`config.mk`:
```
export PLATFORM = sky130hd
export DESIGN_NAME = div_unit_seq
export DESIGN_NICKNAME = d
export VERILOG_FILES = /design/src/rtl/div_unit_seq.sv
export SDC_FILE = /design/constraint.sdc
export NUM_CORES = 1
export LEC_CHECK = 0
export ABC_AREA = 1
export ABC_CLOCK_PERIOD_IN_PS = 6400
export CAP_MARGIN = 25
export CORE_ASPECT_RATIO = 2
export CORE_UTILIZATION = 55
export DETAILED_ROUTE_END_ITERATION = 6
export GPL_ROUTABILITY_DRIVEN = 0
export PLACE_DENSITY = 0.76
export SYNTH_ARGS = -nofsm -noshare
export SYNTH_HDL_FRONTEND = slang
export SYNTH_SLANG_ARGS = --single-unit
export TNS_END_PERCENT = 5
```
`constraint.sdc`:
```
create_clock -name clk -period 6.4 [get_ports clk]
set_clock_uncertainty 0.1 [all_clocks]
set_input_delay 1.28 -clock clk [delete_from_list [all_inputs] [get_ports clk]]
set_output_delay 1.28 -clock clk [all_outputs]
set_load 0.05 [all_outputs]
```
`src/rtl/div_unit_seq.sv`:
```
// Multi-cycle RV32M/RV64M divider (DIV, DIVU, REM, REMU) for the EX stage.
// Restoring shift-subtract core that retires UNROLL quotient bits per cycle, with valid/ready on both sides.
module div_unit_seq #(
    parameter int XLEN   = 32,
    parameter int UNROLL = 1
) (
    input  logic            clk,
    input  logic            rst,
    input  logic            in_valid,
    output logic            in_ready,
    input  logic [1:0]      op,
    input  logic [XLEN-1:0] rs1,
    input  logic [XLEN-1:0] rs2,
    input  logic            kill,
    output logic            out_valid,
    input  logic            out_ready,
    output logic [XLEN-1:0] result,
    output logic            busy
);

    localparam int ITERS = XLEN / UNROLL;
    localparam int CNT_W = (ITERS > 1) ? $clog2(ITERS) : 1;
    localparam logic [CNT_W-1:0] CNT_LAST = CNT_W'(ITERS - 1);
    localparam logic [XLEN-1:0]  MIN_VAL  = {1'b1, {(XLEN-1){1'b0}}};

    typedef enum logic [2:0] {
        S_IDLE,
        S_CALC,
        S_FIX,
        S_SPECIAL,
        S_DONE
    } state_t;

    state_t            state_q, state_d;
    logic [CNT_W-1:0]  cnt_q, cnt_d;
    logic              fix_ph_q, fix_ph_d;
    logic [1:0]        op_q, op_d;
    logic [XLEN-1:0]   quo_q, quo_d;
    logic [XLEN-1:0]   rem_q, rem_d;
    logic [XLEN-1:0]   dvsr_q, dvsr_d;
    logic [XLEN-1:0]   result_q, result_d;
    logic              neg_quo_q, neg_quo_d;
    logic              neg_rem_q, neg_rem_d;
    logic              spec_zero_q, spec_zero_d;

    logic signed [XLEN-1:0] rs1_s, rs2_s;
    logic                   signed_op, rs1_neg, rs2_neg, div_zero, overflow;
    logic [XLEN-1:0]        quo_step, rem_step;
    logic [XLEN:0]          shift_v, diff_v;

    function automatic logic [XLEN-1:0] negate(input logic [XLEN-1:0] v);
        return ~v + XLEN'(1);
    endfunction

    function automatic logic [XLEN-1:0] cond_negate(input logic [XLEN-1:0] v, input logic neg);
        return neg ? negate(v) : v;
    endfunction

    // Two's-complement magnitude; the most negative value maps onto unsigned 2^(XLEN-1).
    function automatic logic [XLEN-1:0] magnitude(input logic signed [XLEN-1:0] v, input logic neg);
        return neg ? negate(v) : v;
    endfunction

    assign rs1_s     = rs1;
    assign rs2_s     = rs2;
    assign signed_op = ~op[0];
    assign rs1_neg   = signed_op & rs1_s[XLEN-1];
    assign rs2_neg   = signed_op & rs2_s[XLEN-1];
    assign div_zero  = (rs2 == '0);
    assign overflow  = signed_op && (rs1 == MIN_VAL) && (rs2 == '1);

    // Restoring core: quo_q doubles as the dividend shift register, quotient bits enter at the LSB.
    always_comb begin
        quo_step = quo_q;
        rem_step = rem_q;
        shift_v  = '0;
        diff_v   = '0;
        for (int i = 0; i < UNROLL; i++) begin
            shift_v  = {rem_step, quo_step[XLEN-1]};
            quo_step = {quo_step[XLEN-2:0], 1'b0};
            diff_v   = shift_v - {1'b0, dvsr_q};
            if (!diff_v[XLEN]) begin
                rem_step    = diff_v[XLEN-1:0];
                quo_step[0] = 1'b1;
            end else begin
                rem_step = shift_v[XLEN-1:0];
            end
        end
    end

    always_comb begin
        state_d     = state_q;
        cnt_d       = cnt_q;
        fix_ph_d    = fix_ph_q;
        op_d        = op_q;
        quo_d       = quo_q;
        rem_d       = rem_q;
        dvsr_d      = dvsr_q;
        result_d    = result_q;
        neg_quo_d   = neg_quo_q;
        neg_rem_d   = neg_rem_q;
        spec_zero_d = spec_zero_q;

        case (state_q)
            S_IDLE: begin
                if (in_valid && !kill) begin
                    op_d = op;
                    if (div_zero || overflow) begin
                        state_d     = S_SPECIAL;
                        quo_d       = rs1;
                        spec_zero_d = div_zero;
                    end else begin
                        state_d   = S_CALC;
                        quo_d     = magnitude(rs1_s, rs1_neg);
                        dvsr_d    = magnitude(rs2_s, rs2_neg);
                        rem_d     = '0;
                        cnt_d     = '0;
                        neg_quo_d = rs1_neg ^ rs2_neg;
                        neg_rem_d = rs1_neg;
                    end
                end
            end
            S_CALC: begin
                quo_d = quo_step;
                rem_d = rem_step;
                cnt_d = cnt_q + CNT_W'(1);
                if (cnt_q == CNT_LAST) begin
                    state_d  = S_FIX;
                    fix_ph_d = 1'b0;
                end
            end
            S_FIX: begin
                // Sign correction and result selection sit in separate cycles to keep the negate off the mux path.
                if (!fix_ph_q) begin
                    quo_d    = cond_negate(quo_q, neg_quo_q);
                    rem_d    = cond_negate(rem_q, neg_rem_q);
                    fix_ph_d = 1'b1;
                end else begin
                    result_d = op_q[1] ? rem_q : quo_q;
                    state_d  = S_DONE;
                end
            end
            S_SPECIAL: begin
                if (spec_zero_q) begin
                    result_d = op_q[1] ? quo_q : '1;
                end else begin
                    result_d = op_q[1] ? '0 : MIN_VAL;
                end
                state_d = S_DONE;
            end
            S_DONE: begin
                if (out_ready) begin
                    state_d = S_IDLE;
                end
            end
            default: state_d = S_IDLE;
        endcase

        if (kill) begin
            state_d = S_IDLE;
        end
    end

    always_ff @(posedge clk or posedge rst) begin
        if (rst) begin
            state_q     <= S_IDLE;
            cnt_q       <= '0;
            fix_ph_q    <= 1'b0;
            op_q        <= '0;
            quo_q       <= '0;
            rem_q       <= '0;
            dvsr_q      <= '0;
            result_q    <= '0;
            neg_quo_q   <= 1'b0;
            neg_rem_q   <= 1'b0;
            spec_zero_q <= 1'b0;
        end else begin
            state_q     <= state_d;
            cnt_q       <= cnt_d;
            fix_ph_q    <= fix_ph_d;
            op_q        <= op_d;
            quo_q       <= quo_d;
            rem_q       <= rem_d;
            dvsr_q      <= dvsr_d;
            result_q    <= result_d;
            neg_quo_q   <= neg_quo_d;
            neg_rem_q   <= neg_rem_d;
            spec_zero_q <= spec_zero_d;
        end
    end

    assign in_ready  = (state_q == S_IDLE);
    assign out_valid = (state_q == S_DONE);
    assign busy      = (state_q != S_IDLE);
    assign result    = result_q;

endmodule

```
==> flow_summary_export.csv <==
group,metric,value,unit
sta,hold_viol,0,
synth,post-synth-top-area-fraction,24.5,%
sta,maxSlewViolCount,0,
critical_path,crit_arrival,4.75,ns
synth,yosys.area.top_type,"dfrtp_1",
synth,async_reset_ff_share,100,%
place,dpl_cell_area,15600,um2
global_route,grt_pass1_wl,84600,um
route,wirelength,53600,um
pwr,p_sw,4.85,mW
clock_network,insertion_delay,0.46,ns
sta,finalCriticalPeriod,4.55,ns
synth,syn_area_per_cell,5.75,um2
clock_network,cts.sinks,141,
clock_network,numCtsBuffers,17,
pwr,leakage,8.17,nW
critical_path,crit_path_start_kind,"primary input",
flow_run,cap_violations,0,
clock_network,ctsHoldBuffers,0,
pwr,p_sw_share,57.5,%
route,vias,16900,
sta,tightest_slew,1.07,ns
critical_path,crit_chain,"clkdlybuf4s50_1 -> inv_1 -> nand2_1 -> inv_1 -> buf_4 -> nand2_1 -> nor2_1 -> nand2_1 -> nor2_1 -> nand2_1 -> nand2_2 -> nor2_2 -> buf_4 -> inv_1 -> o21ai_0",
die,fp.dieH,231,um
finish,fin_area,16100,um2
sta,setup-violations-final,0,
hold_path,hp-class,"reg2reg",
finish,nets,2674,
die,fp.dieW,116,um
route,drtPass1Iterations,6,
die,dieArea,26900,um2
route,wl_per_cell,18.4,um
finish,drive_above_1_share,4.11,%
global_route,grt-ovfl-total,0,
pwr,internal_power,3.58,mW
global_route,grt_pass1_vias,16200,
clock_network,clk_path_buf_depth,2,
critical_path,crit_path_frequent_cell,"nand2_1",
route,ant_nets,0,
clock_network,cts_tree,"built",
die,rows,83,
critical_path,crit_path_max_incr_delay,0.73,ns
critical_path,critPathKind,"in2reg",
synth,ys_seq_elements,141,
clock_network,post_cts_resized,0,
route,drtIter0Drc,1303,
critical_path,crit_buf_inv,6,
finish,fin_cells,2916,
synth,yosysSeqAreaShare,24.5,%
synth,netlist_area,14400,um2
route,drc,0,
pwr,power_density,523,nW/um2
critical_path,cpLargestDelayFamily,"buffers and inverters",
critical_path,cp.required,6.60,ns
outcome,outcome,"completed",
route,via_per_inst,5.79,
pwr,power_frac_seq,21.9,%
place,portBuffers,105,
clock_network,h-tree-depth,4,
synth,synth.yosys.warnings,0,
synth,ys_types,46,
synth,synth_ff_type,"dfrtp_1",
clock_network,clk_pin_slew_worst_paths,0.07,ns
pwr,combPwrFrac,66.5,%
critical_path,crit_path_end_kind,"flop",
critical_path,cpMaxStageDelayCell,"inv_1",
synth,syn_inst,2506,
sta,rsz0062_at_grt,"false",
synth,syn_nets,2617,
pwr,p_clk_share,11.6,%
clock_network,postCtsSetupBuffers,0,
clock_network,cts_root_buf,"clkbuf_16",
pwr,irDropWorstVdd,0.267,mV
sta,tns,0,ns
synth,netlist_top_cells_area,"dfrtp_1, nand2_1, nor2_1",
finish,diodes,0,
place,hpwl,41000,um
global_route,grt_max_degree,92,
sta,finalCritPeriodShare,71.1,%
die,core-area,25800,um2
global_route,antenna_found_initial,0,
global_route,grt_usage,41.8,%
sta,maxSlewHeadroom,28.4,%
critical_path,cp_max_fo,42,
sta,max_freq,0.220,GHz
die,start_util,56.0,%
die,pin_count,106,
finish,area_growth,12.0,%
place,dp.cells,2884,
synth,synth_edf_count,0,
[final timing paths]
check / startpoint / endpoint / slack (ns) / depth (start not counted)
max: op[0] / dvsr_q[28] / 1.85 / 15
min: cnt_q[4] / cnt_q[4] / 0.39 / 2
max reg2reg: state_q[0] / quo_q[20] / 3.35 / 11
min reg2reg: cnt_q[4] / cnt_q[4] / 0.39 / 2
max in group asynchronous: rst / dvsr_q[14] / 3.69 / 3
min in group asynchronous: rst / result[23] / 1.27 / 2
[flip-flops by register name (all words and copies together) (netlist names)]
signal       cells
op_q             1
neg_quo_q        1
rem_q           32
neg_rem_q        1
cnt_q            5
state_q          3
dvsr_q          32
fix_ph_q         1
spec_zero_q      1
quo_q           32
result          32
[worst min-delay path: cells and delay by family (launching register included)]
family | cells | cell delay [ns]
AND/OR/NAND/NOR | 2 | 0.11
flip-flops | 1 | 0.35
[cells by family after synthesis]
family	synth area share, %
AOI/OAI and AO/OA	14.0
xor gates and xnor gates	3.40
adders and majority gates	3.52
buffers and inverters	12.8
DFF	24.5
muxes	0.0695
and+or+nand+nor	41.7
[through the flow]
step	worst slack (ns)	power (mW)	hold WS (ns)	util (%)
after detailed placement	1.41	7.24	0.369	60.5
after CTS	1.90	8.25	0.384	62.6
after global placement	1.52	7.14	0.360	60.5
after global routing	1.44	9.09	0.405	62.6
after floorplan	1.24	5.72	0.342	-
final	1.85	8.43	0.386	62.6
[area by class of cell]
class	count	area, um2
Fill cell	2688	9620
Multi-Input combinational cell	1912	9060
Sequential cell	141	3530
Inverter	373	1410
Timing Repair Buffer	118	1150
Clock buffer	18	429
Tap cell	340	425
Clock inverter	14	134
[layer usage]
layer / vias up / wire length [um] / GRT usage (%)
met5: - / 0 / 0
met4: 0 / 5670 / 39.2
met3: 309 / 3580 / 8.11
met2: 818 / 27100 / 71.8
met1: 7695 / 17200 / 40.8
li1: 8068 / - / -
[Yosys cell counts (7+ instances only)]
cell        n
nor3_1     40
nand4_1    41
a31oi_1    35
ha_1       39
o21ai_1    13
buf_2      16
xnor2_1     8
nand3b_1    7
inv_1     361
xor2_1     48
inv_2      12
o21ai_0   164
nand3_1   178
clkbuf_1   41
a21oi_1   124
o211ai_1    8
buf_6      16
nor2_1    365
nand2_2    13
dfrtp_1   141
nand2_1   761
nor2_2      9
[power by group through the flow]
stage | clock network [mW] | logic (mW) | registers, mW
after floorplan | 0 | 3.74 | 1.98
after global placement | 0 | 5.33 | 1.81
after detailed placement | 0 | 5.42 | 1.82
after CTS | 0.980 | 5.46 | 1.81
after global routing | 1.01 | 6.19 | 1.88
final | 0.981 | 5.61 | 1.84
[cells in the final DEF, fill, tap and decap left out, drive strengths merged, types with 7 or more instances in the layout]
cell type      count
nand3            185
nand4             41
clkbuf            18
dfrtp            141
o21ai            178
a31oi             35
buf               13
xor2              48
nand3b             7
ha                39
nor3              43
nor2             377
xnor2              8
a21oi            128
o211ai             8
clkdlybuf4s50    105
inv              378
nand2            777
Power figures use the tool's default switching activity.
